$ cat config.mk
export PLATFORM = sky130hd
export DESIGN_NAME = lcd_char_writer_flat
export DESIGN_NICKNAME = d
export VERILOG_FILES = /design/src/rtl/lcd_char_writer_if.sv /design/src/rtl/lcd_char_writer.sv /design/src/flat_wrapper.sv
export SDC_FILE = /design/constraint.sdc
export NUM_CORES = 1
export LEC_CHECK = 0
export BUFFER_PORTS_ARGS = -buffer_cell sky130_fd_sc_hd__buf_2
export CAP_MARGIN = 20
export CORE_MARGIN = 3
export CORE_UTILIZATION = 64
export CTS_CLUSTER_DIAMETER = 120
export CTS_CLUSTER_SIZE = 12
export DETAILED_ROUTE_END_ITERATION = 6
export MAX_ROUTING_LAYER = met4
export PLACE_DENSITY = 0.89
export SLEW_MARGIN = 20
export SYNTH_ARGS = -nofsm -noshare
export SYNTH_HDL_FRONTEND = slang
export SYNTH_SLANG_ARGS = --single-unit
$ cat constraint.sdc
create_clock -name clk -period 5.47 [get_ports clk]
set_clock_uncertainty 0.1 [all_clocks]
set_input_delay 0.547 -clock clk [delete_from_list [all_inputs] [get_ports clk]]
set_output_delay 0.547 -clock clk [all_outputs]
set_load 0.1 [all_outputs]
$ cat src/rtl/lcd_char_writer_if.sv
// Byte-input handshake between the hex-to-LCD decoder and lcd_char_writer.
// Each byte carries a flag saying whether it is a character or a raw LCD command.
interface lcd_char_writer_if;
    logic       in_valid;
    logic       in_ready;
    logic [7:0] in_data;
    logic       in_is_cmd;

    modport master (output in_valid, output in_data, output in_is_cmd, input in_ready);
    modport slave  (input in_valid, input in_data, input in_is_cmd, output in_ready);
endinterface

$ cat src/rtl/lcd_char_writer.sv
// HD44780 8-bit write-only driver: power-up init, timed E strobes, cursor tracking
// and an automatic DDRAM address write whenever a line fills up.
module lcd_char_writer #(
    parameter int POWERUP_CYC    = 750000,
    parameter int SETUP_CYC      = 2,
    parameter int E_HIGH_CYC     = 12,
    parameter int HOLD_CYC       = 2,
    parameter int CMD_WAIT_CYC   = 2500,
    parameter int CLEAR_WAIT_CYC = 82000,
    parameter int COLS           = 16
) (
    input  logic              clk,
    input  logic              rst_n,
    lcd_char_writer_if.slave  in_if,
    output logic              init_done,
    output logic              cur_row,
    output logic [3:0]        cur_col,
    output logic              lcd_e,
    output logic              lcd_rs,
    output logic              lcd_rw,
    output logic [7:0]        lcd_data
);
    localparam int MAX_1 = (POWERUP_CYC > CLEAR_WAIT_CYC) ? POWERUP_CYC : CLEAR_WAIT_CYC;
    localparam int MAX_2 = (CMD_WAIT_CYC > E_HIGH_CYC) ? CMD_WAIT_CYC : E_HIGH_CYC;
    localparam int MAX_3 = (SETUP_CYC > HOLD_CYC) ? SETUP_CYC : HOLD_CYC;
    localparam int MAX_4 = (MAX_1 > MAX_2) ? MAX_1 : MAX_2;
    localparam int MAX_C = (MAX_4 > MAX_3) ? MAX_4 : MAX_3;
    localparam int CNT_W = $clog2(MAX_C + 1);

    localparam logic [2:0] ST_POWERUP = 3'd0;
    localparam logic [2:0] ST_INIT    = 3'd1;
    localparam logic [2:0] ST_IDLE    = 3'd2;
    localparam logic [2:0] ST_SETUP   = 3'd3;
    localparam logic [2:0] ST_EHIGH   = 3'd4;
    localparam logic [2:0] ST_HOLD    = 3'd5;
    localparam logic [2:0] ST_WAIT    = 3'd6;

    function automatic logic is_clr_cmd(input logic [7:0] d);
        return (d == 8'h01) || (d == 8'h02);
    endfunction

    function automatic logic [3:0] clamp_col(input logic [3:0] c);
        logic [3:0] res;
        if (int'(c) >= COLS) begin
            res = 4'(COLS - 1);
        end else begin
            res = c;
        end
        return res;
    endfunction

    function automatic logic [7:0] init_cmd(input logic [1:0] step);
        logic [7:0] res;
        case (step)
            2'd0:    res = 8'h38;
            2'd1:    res = 8'h0C;
            2'd2:    res = 8'h01;
            2'd3:    res = 8'h06;
            default: res = 8'h06;
        endcase
        return res;
    endfunction

    logic [2:0]       r_state;
    logic [CNT_W-1:0] r_cnt;
    logic [1:0]       r_step;
    logic             r_init_done;
    logic             r_ready;
    logic             r_row;
    logic [3:0]       r_col;
    logic             r_pending;
    logic             r_clr_wait;
    logic             r_e;
    logic             r_rs;
    logic [7:0]       r_data;

    logic             w_accept;
    logic             w_cnt_zero;
    logic [4:0]       w_col_inc;
    logic             w_col_wrap;

    assign w_accept   = in_if.in_valid & r_ready;
    assign w_cnt_zero = (r_cnt == {CNT_W{1'b0}});
    assign w_col_inc  = {1'b0, r_col} + 5'd1;
    assign w_col_wrap = (int'(w_col_inc) == COLS);

    // Sequencer: one shared down-counter times every state; bus and cursor registers update with it.
    always_ff @(posedge clk or negedge rst_n) begin
        if (!rst_n) begin
            r_state     <= ST_POWERUP;
            r_cnt       <= CNT_W'(POWERUP_CYC - 1);
            r_step      <= 2'd0;
            r_init_done <= 1'b0;
            r_ready     <= 1'b0;
            r_row       <= 1'b0;
            r_col       <= 4'd0;
            r_pending   <= 1'b0;
            r_clr_wait  <= 1'b0;
            r_e         <= 1'b0;
            r_rs        <= 1'b0;
            r_data      <= 8'h00;
        end else begin
            case (r_state)
                ST_POWERUP: begin
                    if (w_cnt_zero) begin
                        r_state <= ST_INIT;
                    end else begin
                        r_cnt <= r_cnt - {{(CNT_W-1){1'b0}}, 1'b1};
                    end
                end
                ST_INIT: begin
                    r_rs       <= 1'b0;
                    r_data     <= init_cmd(r_step);
                    r_clr_wait <= is_clr_cmd(init_cmd(r_step));
                    r_cnt      <= CNT_W'(SETUP_CYC - 1);
                    r_state    <= ST_SETUP;
                end
                ST_IDLE: begin
                    if (w_accept) begin
                        r_ready    <= 1'b0;
                        r_rs       <= ~in_if.in_is_cmd;
                        r_data     <= in_if.in_data;
                        r_clr_wait <= in_if.in_is_cmd & is_clr_cmd(in_if.in_data);
                        r_cnt      <= CNT_W'(SETUP_CYC - 1);
                        r_state    <= ST_SETUP;
                        if (!in_if.in_is_cmd) begin
                            if (w_col_wrap) begin
                                r_col     <= 4'd0;
                                r_row     <= ~r_row;
                                r_pending <= 1'b1;
                            end else begin
                                r_col <= w_col_inc[3:0];
                            end
                        end else if (is_clr_cmd(in_if.in_data)) begin
                            r_row <= 1'b0;
                            r_col <= 4'd0;
                        end else if (in_if.in_data[7]) begin
                            r_row <= in_if.in_data[6];
                            r_col <= clamp_col(in_if.in_data[3:0]);
                        end else begin
                            r_col <= r_col;
                        end
                    end else begin
                        r_state <= ST_IDLE;
                    end
                end
                ST_SETUP: begin
                    if (w_cnt_zero) begin
                        r_e     <= 1'b1;
                        r_cnt   <= CNT_W'(E_HIGH_CYC - 1);
                        r_state <= ST_EHIGH;
                    end else begin
                        r_cnt <= r_cnt - {{(CNT_W-1){1'b0}}, 1'b1};
                    end
                end
                ST_EHIGH: begin
                    if (w_cnt_zero) begin
                        r_e     <= 1'b0;
                        r_cnt   <= CNT_W'(HOLD_CYC - 1);
                        r_state <= ST_HOLD;
                    end else begin
                        r_cnt <= r_cnt - {{(CNT_W-1){1'b0}}, 1'b1};
                    end
                end
                ST_HOLD: begin
                    if (w_cnt_zero) begin
                        r_cnt   <= r_clr_wait ? CNT_W'(CLEAR_WAIT_CYC - 1) : CNT_W'(CMD_WAIT_CYC - 1);
                        r_state <= ST_WAIT;
                    end else begin
                        r_cnt <= r_cnt - {{(CNT_W-1){1'b0}}, 1'b1};
                    end
                end
                ST_WAIT: begin
                    if (!w_cnt_zero) begin
                        r_cnt <= r_cnt - {{(CNT_W-1){1'b0}}, 1'b1};
                    end else if (!r_init_done) begin
                        if (r_step == 2'd3) begin
                            r_init_done <= 1'b1;
                            r_ready     <= 1'b1;
                            r_state     <= ST_IDLE;
                        end else begin
                            r_step  <= r_step + 2'd1;
                            r_state <= ST_INIT;
                        end
                    end else if (r_pending) begin
                        // Row was already toggled at acceptance, so it names the line to move to.
                        r_pending  <= 1'b0;
                        r_rs       <= 1'b0;
                        r_data     <= r_row ? 8'hC0 : 8'h80;
                        r_clr_wait <= 1'b0;
                        r_cnt      <= CNT_W'(SETUP_CYC - 1);
                        r_state    <= ST_SETUP;
                    end else begin
                        r_ready <= 1'b1;
                        r_state <= ST_IDLE;
                    end
                end
                default: begin
                    r_state <= ST_POWERUP;
                    r_cnt   <= CNT_W'(POWERUP_CYC - 1);
                    r_e     <= 1'b0;
                    r_ready <= 1'b0;
                end
            endcase
        end
    end

    assign in_if.in_ready = r_ready;
    assign init_done      = r_init_done;
    assign cur_row        = r_row;
    assign cur_col        = r_col;
    assign lcd_e          = r_e;
    assign lcd_rs         = r_rs;
    assign lcd_rw         = 1'b0;
    assign lcd_data       = r_data;
endmodule

$ cat src/flat_wrapper.sv
// flat-port wrapper written by rule: the top's interface ports become plain ports
module lcd_char_writer_flat 
#(
    parameter int POWERUP_CYC    = 750000,
    parameter int SETUP_CYC      = 2,
    parameter int E_HIGH_CYC     = 12,
    parameter int HOLD_CYC       = 2,
    parameter int CMD_WAIT_CYC   = 2500,
    parameter int CLEAR_WAIT_CYC = 82000,
    parameter int COLS           = 16
)
  (clk, rst_n, init_done, cur_row, cur_col, lcd_e, lcd_rs, lcd_rw, lcd_data, in_if_in_valid, in_if_in_data, in_if_in_is_cmd, in_if_in_ready);
  lcd_char_writer_if in_if_i ();
  input  logic clk;
  input  logic rst_n;
  output logic init_done;
  output logic cur_row;
  output logic [3:0] cur_col;
  output logic lcd_e;
  output logic lcd_rs;
  output logic lcd_rw;
  output logic [7:0] lcd_data;
  input wire logic [$bits(in_if_i.in_valid)-1:0] in_if_in_valid;
  input wire logic [$bits(in_if_i.in_data)-1:0] in_if_in_data;
  input wire logic [$bits(in_if_i.in_is_cmd)-1:0] in_if_in_is_cmd;
  output wire logic [$bits(in_if_i.in_ready)-1:0] in_if_in_ready;
  assign in_if_i.in_valid = in_if_in_valid;
  assign in_if_i.in_data = in_if_in_data;
  assign in_if_i.in_is_cmd = in_if_in_is_cmd;
  assign in_if_in_ready = in_if_i.in_ready;
  lcd_char_writer #(.POWERUP_CYC(POWERUP_CYC), .SETUP_CYC(SETUP_CYC), .E_HIGH_CYC(E_HIGH_CYC), .HOLD_CYC(HOLD_CYC), .CMD_WAIT_CYC(CMD_WAIT_CYC), .CLEAR_WAIT_CYC(CLEAR_WAIT_CYC), .COLS(COLS)) u_core (.clk(clk), .rst_n(rst_n), .in_if(in_if_i), .init_done(init_done), .cur_row(cur_row), .cur_col(cur_col), .lcd_e(lcd_e), .lcd_rs(lcd_rs), .lcd_rw(lcd_rw), .lcd_data(lcd_data));
endmodule
==> summary.txt, run 1 <==
Status
  – Status: completed

Placed design
  – Routability cong.: 0.972
  – DP Wirelength: 5.20 mm
  – Port bufs: 28

Floorplanning
  – Die width: 73.3 µm
  – Row cnt: 23
  – Core box area: 4170 µm²
  – IO Pins: 30
  – Die ar.: 5370 µm²
  – Die Y: 73.3 µm
  – Initial Util: 69.5%

Timing
  – Final TNS setup: 0 ns
  – Worst-margin pin slew: 0.955 ns
  – FMAX: 354 MHz
  – Period utilisation layout: 51.6%
  – Slew headroom: 36.3%
  – Tmin final: 2.82 ns
  – Final hold vios: 0
  – Pins Over Slew Limit: 0
  – RSZ-0062 raised after global routing: no
  – Final setup violation count: 0

Synth
  – Seq cells post-synth: 44
  – Mapped Area: 2900 µm²
  – Async set-or-reset flop fraction in the synthesized netlist: 100%
  – Syn Inst Count: 337
  – Yosys Warn Count: 0
  – EDFF count, synth: 0
  – Avg Inst Size Synth: 8.60 µm²
  – Count of different cell masters after synthesis: 65
  – Register area share after synthesis: 38.5%
  – Post-synth top flop: dfrtp_1
  – Syn nets: 356

Detailed routing
  – ANT nets after route: 0
  – DRC viols: 0
  – Via/cell ratio: 6.70
  – Final wirelength: 7.19 mm
  – 1st-iter DRT viols: 294
  – Via count: 2702
  – DR WL/cell: 17.9 µm
  – Pre-antenna DRT Iters: 5

Layout
  – Finished Core Util: 73.5%
  – Layout Nets: 371
  – Area growth syn-to-layout: 5.83%
  – Ant. Diodes: 0
  – Ratio of cells with drive above 1 in the final layout: 18.1%

CTS
  – Postcts setup bufs: 0
  – Clock-pin transition on the worst setup and hold timing paths: 0.09 ns
  – # H-tree levels: 2
  – Clock tree sinks: 44
  – CTS Hold Bufs: 0
  – CTS tree: built
  – CTS buffer count: 5
  – Clock Latency Late Sink: 0.31 ns
  – Post_cts resized: 0
  – CTS Buffer Depth: 2
  – Root Driver: clkbuf_8

Worst setup path
  – Setup CP Type: register to register
  – CP Launch Type: register
  – Reg2Reg Setup Slack: 2.65 ns
  – Crit-path max FO: 22
  – R2r worst-path depth: 6
  – FF-to-FF Start: u_core.r_state[1]$_DFFE_PN0P_
  – Worst Setup End Kind: register
  – Arr. time, crit path: 2.92 ns
  – R2R Path End: u_core.cur_row$_DFFE_PN0P_
  – Required @ worst endpoint: 5.57 ns

GRT
  – First-pass GRT wire length: 12.4 mm
  – Initial antenna violation count: 0
  – All-Layer GR Usage: 30.4%
  – Congestion Overflow GR: 0
  – Number of global-route vias before repair: 2678
  – Largest net degree at the start of global routing: 45

Power and ir drop
  – Pwr Total: 0.566 mW
  – Leakage: 1.28 nW
  – Maximum vdd drop: 126 µV
  – P per Cell Area: 184 nW/µm²

Run
  – Maxcap violations: 0

Worst hold path
  – Worst hold path type: primary input to asynchronous set/reset pin
## worst max-delay path by stage
stage	startpoint	endpoint	slack, ns	depth (start not counted)
3_3_place_gp	u_core.r_state[1]$_DFFE_PN0P_	u_core.cur_row$_DFFE_PN0P_	2.75	6
6_report	u_core.r_state[1]$_DFFE_PN0P_	u_core.cur_row$_DFFE_PN0P_	2.65	6
3_5_place_dp	u_core.r_cnt[9]$_DFFE_PN0P_	u_core.r_cnt[15]$_DFFE_PN0P_	2.70	6
4_1_cts	u_core.r_state[1]$_DFFE_PN0P_	u_core.cur_row$_DFFE_PN0P_	2.68	6
2_1_floorplan	u_core.in_if.in_ready$_DFFE_PN0P_	u_core.lcd_data[0]$_DFFE_PN0P_	3.17	5
5_1_grt	u_core.r_state[1]$_DFFE_PN0P_	u_core.cur_row$_DFFE_PN0P_	2.41	6
## flip-flops by register name, summed over array words and instances, names as in the netlist, 2 cells and up
| name | count |
|---|---|
| u_core.r_cnt | 20 |
| u_core.cur_col | 4 |
| u_core.r_step | 2 |
| u_core.lcd_data | 8 |
| u_core.r_state | 3 |
## critical path, stage by stage (launching register included)
cell and delay, ns:
dfrtp_1 0.75, nand2b_1 0.36, nor2_1 0.40, and3_1 0.30, a21boi_2 0.40, o21ai_0 0.15, a22o_1 0.25
## layer usage
layer  global-route usage (%)  wire, µm
met3                     5.06       376
met2                     52.1      3700
met5                        -         0
met4                     10.5       178
met1                     36.3      2940
## final cells by class
type / instances / area [µm²]
clock buffers: 5 / 68.8
clock inverters: 3 / 26.3
fillers: 324 / 1100
inverters: 20 / 75.1
multi-input cells: 253 / 1580
flip-flops and latches: 44 / 1120
well taps: 50 / 62.6
repair buffers: 28 / 140
## placed cells by master (no fill, tap or decap), types with 2 or more instances in the layout
master / n
o21a_1: 4
dfrtp_1: 31
o311ai_0: 4
ha_1: 7
o41ai_1: 4
nand4_1: 2
nand3_1: 9
nor2_2: 2
o31a_1: 2
or4_1: 3
a21oi_1: 27
nor3_1: 12
a32o_1: 3
nand4b_1: 2
buf_2: 28
a211oi_1: 2
a31oi_1: 5
o22ai_1: 4
dfstp_2: 13
o21ai_0: 32
clkbuf_8: 5
a22oi_1: 2
o2bb2ai_1: 5
nor4_1: 5
o31ai_1: 5
nand2_1: 24
nor2b_1: 3
and3_1: 2
inv_1: 20
nor2_1: 37
nor3b_1: 3
a22o_1: 6
xnor2_1: 2
nand2b_1: 3
inv_6: 2
and2_1: 2
or3_1: 3
mux2_2: 2
## where the power goes
group | switching (mW) | total [mW] | internal [mW]
clock | 0.127 | 0.221 | 0.0941
sequential | 0 | 0.326 | 0.326
combinational | 0.0147 | 0.0192 | 0.00447
total | 0.142 | 0.566 | 0.424
## through the flow
stage / setup slack, ns / area (µm²) / hold WS [ns] / instances
2_1_floorplan: 3.17 / 2900 / 0.151 / 337
3_3_place_gp: 2.75 / 2970 / 0.368 / 395
3_5_place_dp: 2.70 / 2970 / 0.379 / 395
4_1_cts: 2.68 / 3070 / 0.313 / 403
5_1_grt: 2.41 / 3070 / 0.346 / 403
6_report: 2.65 / 3070 / 0.271 / 403
## kinds of logic (layout without fill, tap and decap cells)
family          after synthesis  after routing  share of synthesized area [%]
other cells                   1              1                          0.129
fa+ha+maj                     7              7                           3.02
simple gates                119            119                           20.9
flops                        44             44                           38.5
compound gates              121            121                           28.7
buf+inv                      40             56                           7.03
xor+xnor                      3              3                          0.907
mux                           2              2                          0.777
## Yosys cell counts, types with 2 or more instances
cell | number | area share, %
dfstp_2 | 13 | 12
nor2_2 | 2 | 0.43
a32o_1 | 3 | 1.0
inv_1 | 20 | 2.6
a22o_1 | 6 | 1.8
nor4_1 | 5 | 1.1
a21oi_1 | 27 | 4.7
o2bb2ai_1 | 5 | 1.5
a31oi_1 | 5 | 1.1
a211oi_1 | 2 | 0.52
nand2b_1 | 3 | 0.65
mux2_2 | 2 | 0.78
clkbuf_1 | 9 | 1.2
o41ai_1 | 4 | 1.2
nand3_1 | 9 | 1.6
and2_1 | 2 | 0.43
and3_1 | 2 | 0.43
o21ai_0 | 32 | 5.5
o21a_1 | 4 | 1.0
a22oi_1 | 2 | 0.52
ha_1 | 7 | 3.0
dfrtp_1 | 31 | 27
o31ai_1 | 5 | 1.3
buf_6 | 6 | 2.3
o31a_1 | 2 | 0.60
or4_1 | 3 | 0.78
nand4b_1 | 2 | 0.60
nor2b_1 | 3 | 0.65
xnor2_1 | 2 | 0.60
o311ai_0 | 4 | 1.2
buf_2 | 3 | 0.52
or3_1 | 3 | 0.65
nor2_1 | 37 | 4.8
nand4_1 | 2 | 0.43
o22ai_1 | 4 | 0.86
nand2_1 | 24 | 3.1
nor3b_1 | 3 | 0.78
nor3_1 | 12 | 2.1
Power figures use the tool's default switching activity.
==> run 2: changes to the inputs <==
- CORE_UTILIZATION: 64 -> 59
- PLACE_DENSITY: 0.89 -> 0.83
- clock period: 5.47 -> 2.6 ns (I/O delays scaled with it)
==> run 2 against run 1 <==
Global-route usage fell by 2.1 points. Cell count up 10%. Clock power rose to 2.5 times the previous value. Via count up 7.2%. First-iteration DRC count is 30% higher. Power rose by 130%. Register-to-register slack worse by 2.6 ns. Die area is 7.8% higher. Worst setup slack got worse by 2.6 ns. Clock-buffer cell count up 1. Cell area grew 7.8%. Utilization decreased by 0.57 points. Highest routed layer unchanged.
==> summary.txt, run 2 (synthesis results as in run 1) <==
Status
  – Status: completed

Detailed routing
  – 1st-iter DRT viols: 382
  – DR WL/cell: 18.0 µm
  – Via/cell ratio: 6.52
  – ANT nets after route: 0
  – Via count: 2896
  – DRC viols: 0
  – Final wirelength: 8.00 mm
  – Pre-antenna DRT Iters: 5

Layout
  – Multi-input logic area: 1580 µm²
  – Layout Cells excl Fill: 444
  – Ratio of cells with drive above 1 in the final layout: 23.7%
  – Ant. Diodes: 0
  – Area growth syn-to-layout: 14.1%
  – Largest Register: u_core.r_cnt
  – Finished Core Util: 73.0%
  – Leading cell type in the layout, fill and taps excluded: nor2_1
  – Register area: 1120 µm²
  – Max FFs per register: 20
  – Design area: 3310 µm²
  – Layout Nets: 397
  – Most frequent cells in the layout: nor2_1, o21ai_0, dfrtp_1
  – # fillers: 349

Timing
  – Fin Hold WS: 0.000558 ns
  – Period utilisation layout: 98.5%
  – Post-route setup slack: 0.0396 ns
  – Slew headroom: 36.6%
  – Worst-margin pin slew: 0.950 ns
  – Pins Over Slew Limit: 0
  – Tmin final: 2.56 ns
  – RSZ-0062 raised after global routing: no
  – Final TNS setup: 0 ns
  – FMAX: 391 MHz
  – Final setup violation count: 0
  – Final hold vios: 0

Run
  – Maxcap violations: 0

Worst setup path
  – FF-to-FF Start: u_core.r_cnt[0]$_DFFE_PN1P_
  – CP peak stage delay: 0.46 ns
  – Arr. time, crit path: 2.70 ns
  – Slowest-stage cell, CP: o32ai_1
  – Worst setup startpoint: u_core.r_cnt[0]$_DFFE_PN1P_
  – CP cell instances: inv_1 -> ha_1 -> nor4b_2 -> nand4_1 -> buf_4 -> nor2_1 -> nand2_1 -> o32ai_1 -> a22o_1
  – R2R Path End: u_core.r_cnt[6]$_DFFE_PN0P_
  – CP Launch Type: register
  – Reg2Reg Setup Slack: 0.04 ns
  – R2r worst-path depth: 9
  – Worst Setup End Kind: register
  – Critical Path End: u_core.r_cnt[6]$_DFFE_PN0P_
  – Crit-path max FO: 5
  – Setup CP Type: register to register
  – Required @ worst endpoint: 2.74 ns

Placed design
  – Port bufs: 28
  – Routability cong.: 0.974
  – Area after DPL: 3170 µm²
  – Placement Setup Slack: 0.260 ns
  – DP Wirelength: 5.59 mm
  – Inst Count DP: 434

Power and ir drop
  – Pwr Total: 1.29 mW
  – Int Pwr: 1.01 mW
  – Clock network power share: 43.7%
  – P per Cell Area: 390 nW/µm²
  – Combinational Power Share: 3.2%
  – Seq pwr share: 53.1%
  – Net Sw Power: 0.281 mW
  – Maximum vdd drop: 225 µV
  – Leakage: 1.42 nW
  – Net Sw Frac: 21.8%

Floorplanning
  – Die width: 76.1 µm
  – Die Y: 76.1 µm
  – Die ar.: 5790 µm²
  – Core box area: 4530 µm²
  – IO Pins: 30
  – Row cnt: 24
  – Initial Util: 63.9%

CTS
  – CTS buffer count: 5
  – # H-tree levels: 2
  – Clock-pin transition on the worst setup and hold timing paths: 0.08 ns
  – CTS Hold Bufs: 0
  – Clock tree sinks: 44
  – Clock Latency Late Sink: 0.31 ns
  – CTS Buffer Depth: 2
  – Root Driver: clkbuf_8
  – CTS tree: built

GRT
  – Largest net degree at the start of global routing: 45
  – All-Layer GR Usage: 28.3%
  – Number of global-route vias before repair: 2613
  – Initial antenna violation count: 0
  – Congestion Overflow GR: 0
  – First-pass GRT wire length: 13.1 mm

Worst hold path
  – Worst hold path type: primary input to asynchronous set/reset pin
-- run 2: cell types whose count changed in the layout (fill, tap and decap cells not counted) --
cell	delta
o21ai_0	-1
bufinv_16	+1
buf_4	+26
clkbuf_8	+1
inv_6	-2
o21ai_1	+1
-- run 2: cell type report --
| cell class | instances | share of cell area, % |
|---|---|---|
| multi-input combinational | 253 | 47.7 |
| sequential | 44 | 33.8 |
| timing repair buffer | 54 | 10.1 |
| clock buffer | 6 | 2.50 |
| tap | 65 | 2.46 |
| inverter | 20 | 2.27 |
| clock inverter | 2 | 1.17 |
-- run 2: critical path, delay by kind of cell, from the launching register on --
| kind | cells | cell delay, ns |
|---|---|---|
| AND/OR/NAND/NOR | 4 | 0.89 |
| buffers and inverters | 2 | 0.27 |
| AO/OA/AOI/OAI | 2 | 0.68 |
| adder cells (fa/ha/maj) | 1 | 0.14 |
| flip-flops | 1 | 0.40 |
-- run 2: worst min-delay path by stage --
stage	start	endpoint	slack [ns]	depth (start not counted)
floorplan	rst_n	u_core.cur_col[0]$_DFFE_PN0P_	-0.14	0
global placement	rst_n	u_core.r_cnt[9]$_DFFE_PN0P_	0.36	1
detailed placement	rst_n	u_core.r_cnt[9]$_DFFE_PN0P_	0.37	1
CTS	rst_n	u_core.r_state[1]$_DFFE_PN0P_	0.04	1
global route	rst_n	u_core.cur_col[3]$_DFFE_PN0P_	0.07	1
finish	rst_n	u_core.r_cnt[4]$_DFFE_PN0P_	0.0006	1
-- run 2: power by group through the flow --
stage                     clock [mW]  combinational [mW]  sequential (mW)
final                          0.563              0.0415            0.685
after global routing           0.604              0.0464            0.685
after CTS                      0.566              0.0420            0.685
after detailed placement           0              0.0415            0.698
after global placement             0              0.0414            0.698
after floorplan                    0              0.0160            0.698
-- run 2: per-layer routing --
layer,global-route usage [%],wire length [µm]
met5,-,0
met4,8.33,229
met3,5.91,703
met2,42.6,3610
met1,38.8,3450
-- run 2: repair_timing --
item | CTS | global route
setup buffers | 0 | 2
gates resized for setup | 0 | 1
setup endpoints to repair | 0 | 3
==> run 3: changes to the inputs <==
- CORE_ASPECT_RATIO: default -> 1.2
==> run 3 against run 2 <==
Sequential power hardly changed. Clock-buffer cell count is 1 higher. Via count is 4.5% lower. Wire length is 6.4% lower. Global-route usage is 0.67 points lower. Worst setup slack better by 0.11 ns. First-iteration DRC count is 24% lower. Die area hardly changed. Flip-flop and latch count stayed put. Critical path type unchanged. Largest cell class unchanged.
==> summary.txt, run 3 (synthesis results as in run 1) <==
Layout
  – Largest Register: u_core.r_cnt
  – Area growth syn-to-layout: 10.1%
  – Max FFs per register: 20
  – Design area: 3190 µm²
  – Layout Nets: 386
  – Ratio of cells with drive above 1 in the final layout: 21.5%
  – Finished Core Util: 68.5%
  – Leading cell type in the layout, fill and taps excluded: nor2_1
  – Most frequent cells in the layout: nor2_1, o21ai_0, dfrtp_1
  – Ant. Diodes: 0

Timing
  – Slew headroom: 35.1%
  – RSZ-0062 raised after global routing: no
  – FMAX: 409 MHz
  – Final hold vios: 0
  – Pins Over Slew Limit: 0
  – Final TNS setup: 0 ns
  – Worst-margin pin slew: 0.974 ns
  – Period utilisation layout: 94.1%
  – Final setup violation count: 0
  – Tmin final: 2.45 ns

Worst setup path
  – Setup CP Type: register to register
  – Crit-path max FO: 19
  – CP Launch Type: register
  – Worst Setup End Kind: register
  – Reg2Reg Setup Slack: 0.15 ns
  – Required @ worst endpoint: 2.70 ns
  – Arr. time, crit path: 2.54 ns

Detailed routing
  – DRC viols: 0
  – ANT nets after route: 0
  – Pre-antenna DRT Iters: 6
  – Final wirelength: 7.49 mm
  – Via count: 2767
  – Via/cell ratio: 6.50
  – 1st-iter DRT viols: 289
  – DR WL/cell: 17.6 µm

Floorplanning
  – Core box area: 4660 µm²
  – Die width: 70.0 µm
  – Row cnt: 27
  – Die ar.: 5790 µm²
  – Initial Util: 62.2%
  – Die Y: 82.8 µm
  – IO Pins: 30

CTS
  – Root Driver: clkbuf_8
  – Post_cts resized: 0
  – Clock tree sinks: 44
  – CTS Buffer Depth: 2
  – Clock Latency Late Sink: 0.30 ns
  – CTS buffer count: 5
  – Clock-pin transition on the worst setup and hold timing paths: 0.08 ns
  – # H-tree levels: 2
  – CTS tree: built
  – CTS Hold Bufs: 0
  – Postcts setup bufs: 0

Placed design
  – Port bufs: 28
  – Routability cong.: 0.900
  – Area after DPL: 3100 µm²
  – DP Wirelength: 5.47 mm

GRT
  – All-Layer GR Usage: 27.6%
  – Congestion Overflow GR: 0
  – Initial antenna violation count: 0
  – Largest net degree at the start of global routing: 45
  – Number of global-route vias before repair: 2614
  – First-pass GRT wire length: 12.3 mm

Power and ir drop
  – P per Cell Area: 367 nW/µm²
  – Leakage: 1.36 nW
  – Maximum vdd drop: 336 µV

Worst hold path
  – Worst hold path type: primary input to asynchronous set/reset pin

Run
  – Maxcap violations: 0

Status
  – Status: completed
run 3: cell types whose count changed in the layout (fill, tap and decap cells not counted), sizes merged:
cell      change
clkbuf        +1
bufinv        -1
clkinv        -1
buf          -11
clkinvlp      +1
run 3: area by class of cell:
type                       instances  area [µm²]
clock buffer                       7        86.3
tap                               58        72.6
timing repair buffer              43         253
multi-input combinational        253        1580
inverter                          20        75.1
sequential                        44        1120
clock inverter                     1        7.51
fill                             378        1470
run 3: power by group:
| part | internal (mW) | switching (mW) | total, mW |
|---|---|---|---|
| Combinational | 0.00940 | 0.0315 | 0.0409 |
| Clock | 0.216 | 0.231 | 0.447 |
| Sequential | 0.685 | 0 | 0.685 |
| Total | 0.910 | 0.262 | 1.17 |
run 3: worst paths after layout:
check / from / end / depth (start not counted)
hold reg to reg: u_core.r_cnt[17]$_DFFE_PN1P_ / u_core.r_cnt[17]$_DFFE_PN1P_ / 2
hold / removal: rst_n / u_core.r_cnt[15]$_DFFE_PN0P_ / 1
max in group asynchronous: rst_n / u_core.r_cnt[11]$_DFFE_PN0P_ / 1
setup / recovery: u_core.r_cnt[6]$_DFFE_PN0P_ / u_core.r_cnt[4]$_DFFE_PN0P_ / 7
setup reg to reg: u_core.r_cnt[6]$_DFFE_PN0P_ / u_core.r_cnt[4]$_DFFE_PN0P_ / 7
min in group clk: in_if_in_data[0] / u_core.lcd_data[0]$_DFFE_PN0P_ / 3
run 3: critical path: stages (launching register included):
cell and delay (ns):
dfrtp_1 0.45, nor4_4 0.40, nand2_2 0.22, o32ai_2 0.39, and2_1 0.17, buf_4 0.21
o21ai_0 0.11, a22o_2 0.27
run 3: through the flow:
step | hold slack (ns) | setup slack (ns) | std cells | power [mW]
floorplan | -0.136 | 0.296 | 337 | 0.714
global placement | 0.367 | 0.200 | 418 | 0.739
detailed placement | 0.365 | 0.193 | 418 | 0.739
CTS | 0.0388 | 0.173 | 426 | 1.18
global route | 0.0858 | 0.0219 | 426 | 1.21
finish | 0.0166 | 0.154 | 426 | 1.17
run 3: metal layers:
layer,wire length [µm],vias up,track usage (%)
li1,-,1302,-
met4,170,0,11.1
met3,377,16,4.34
met2,3930,125,52.0
met1,3010,1324,29.3
met5,0,-,-
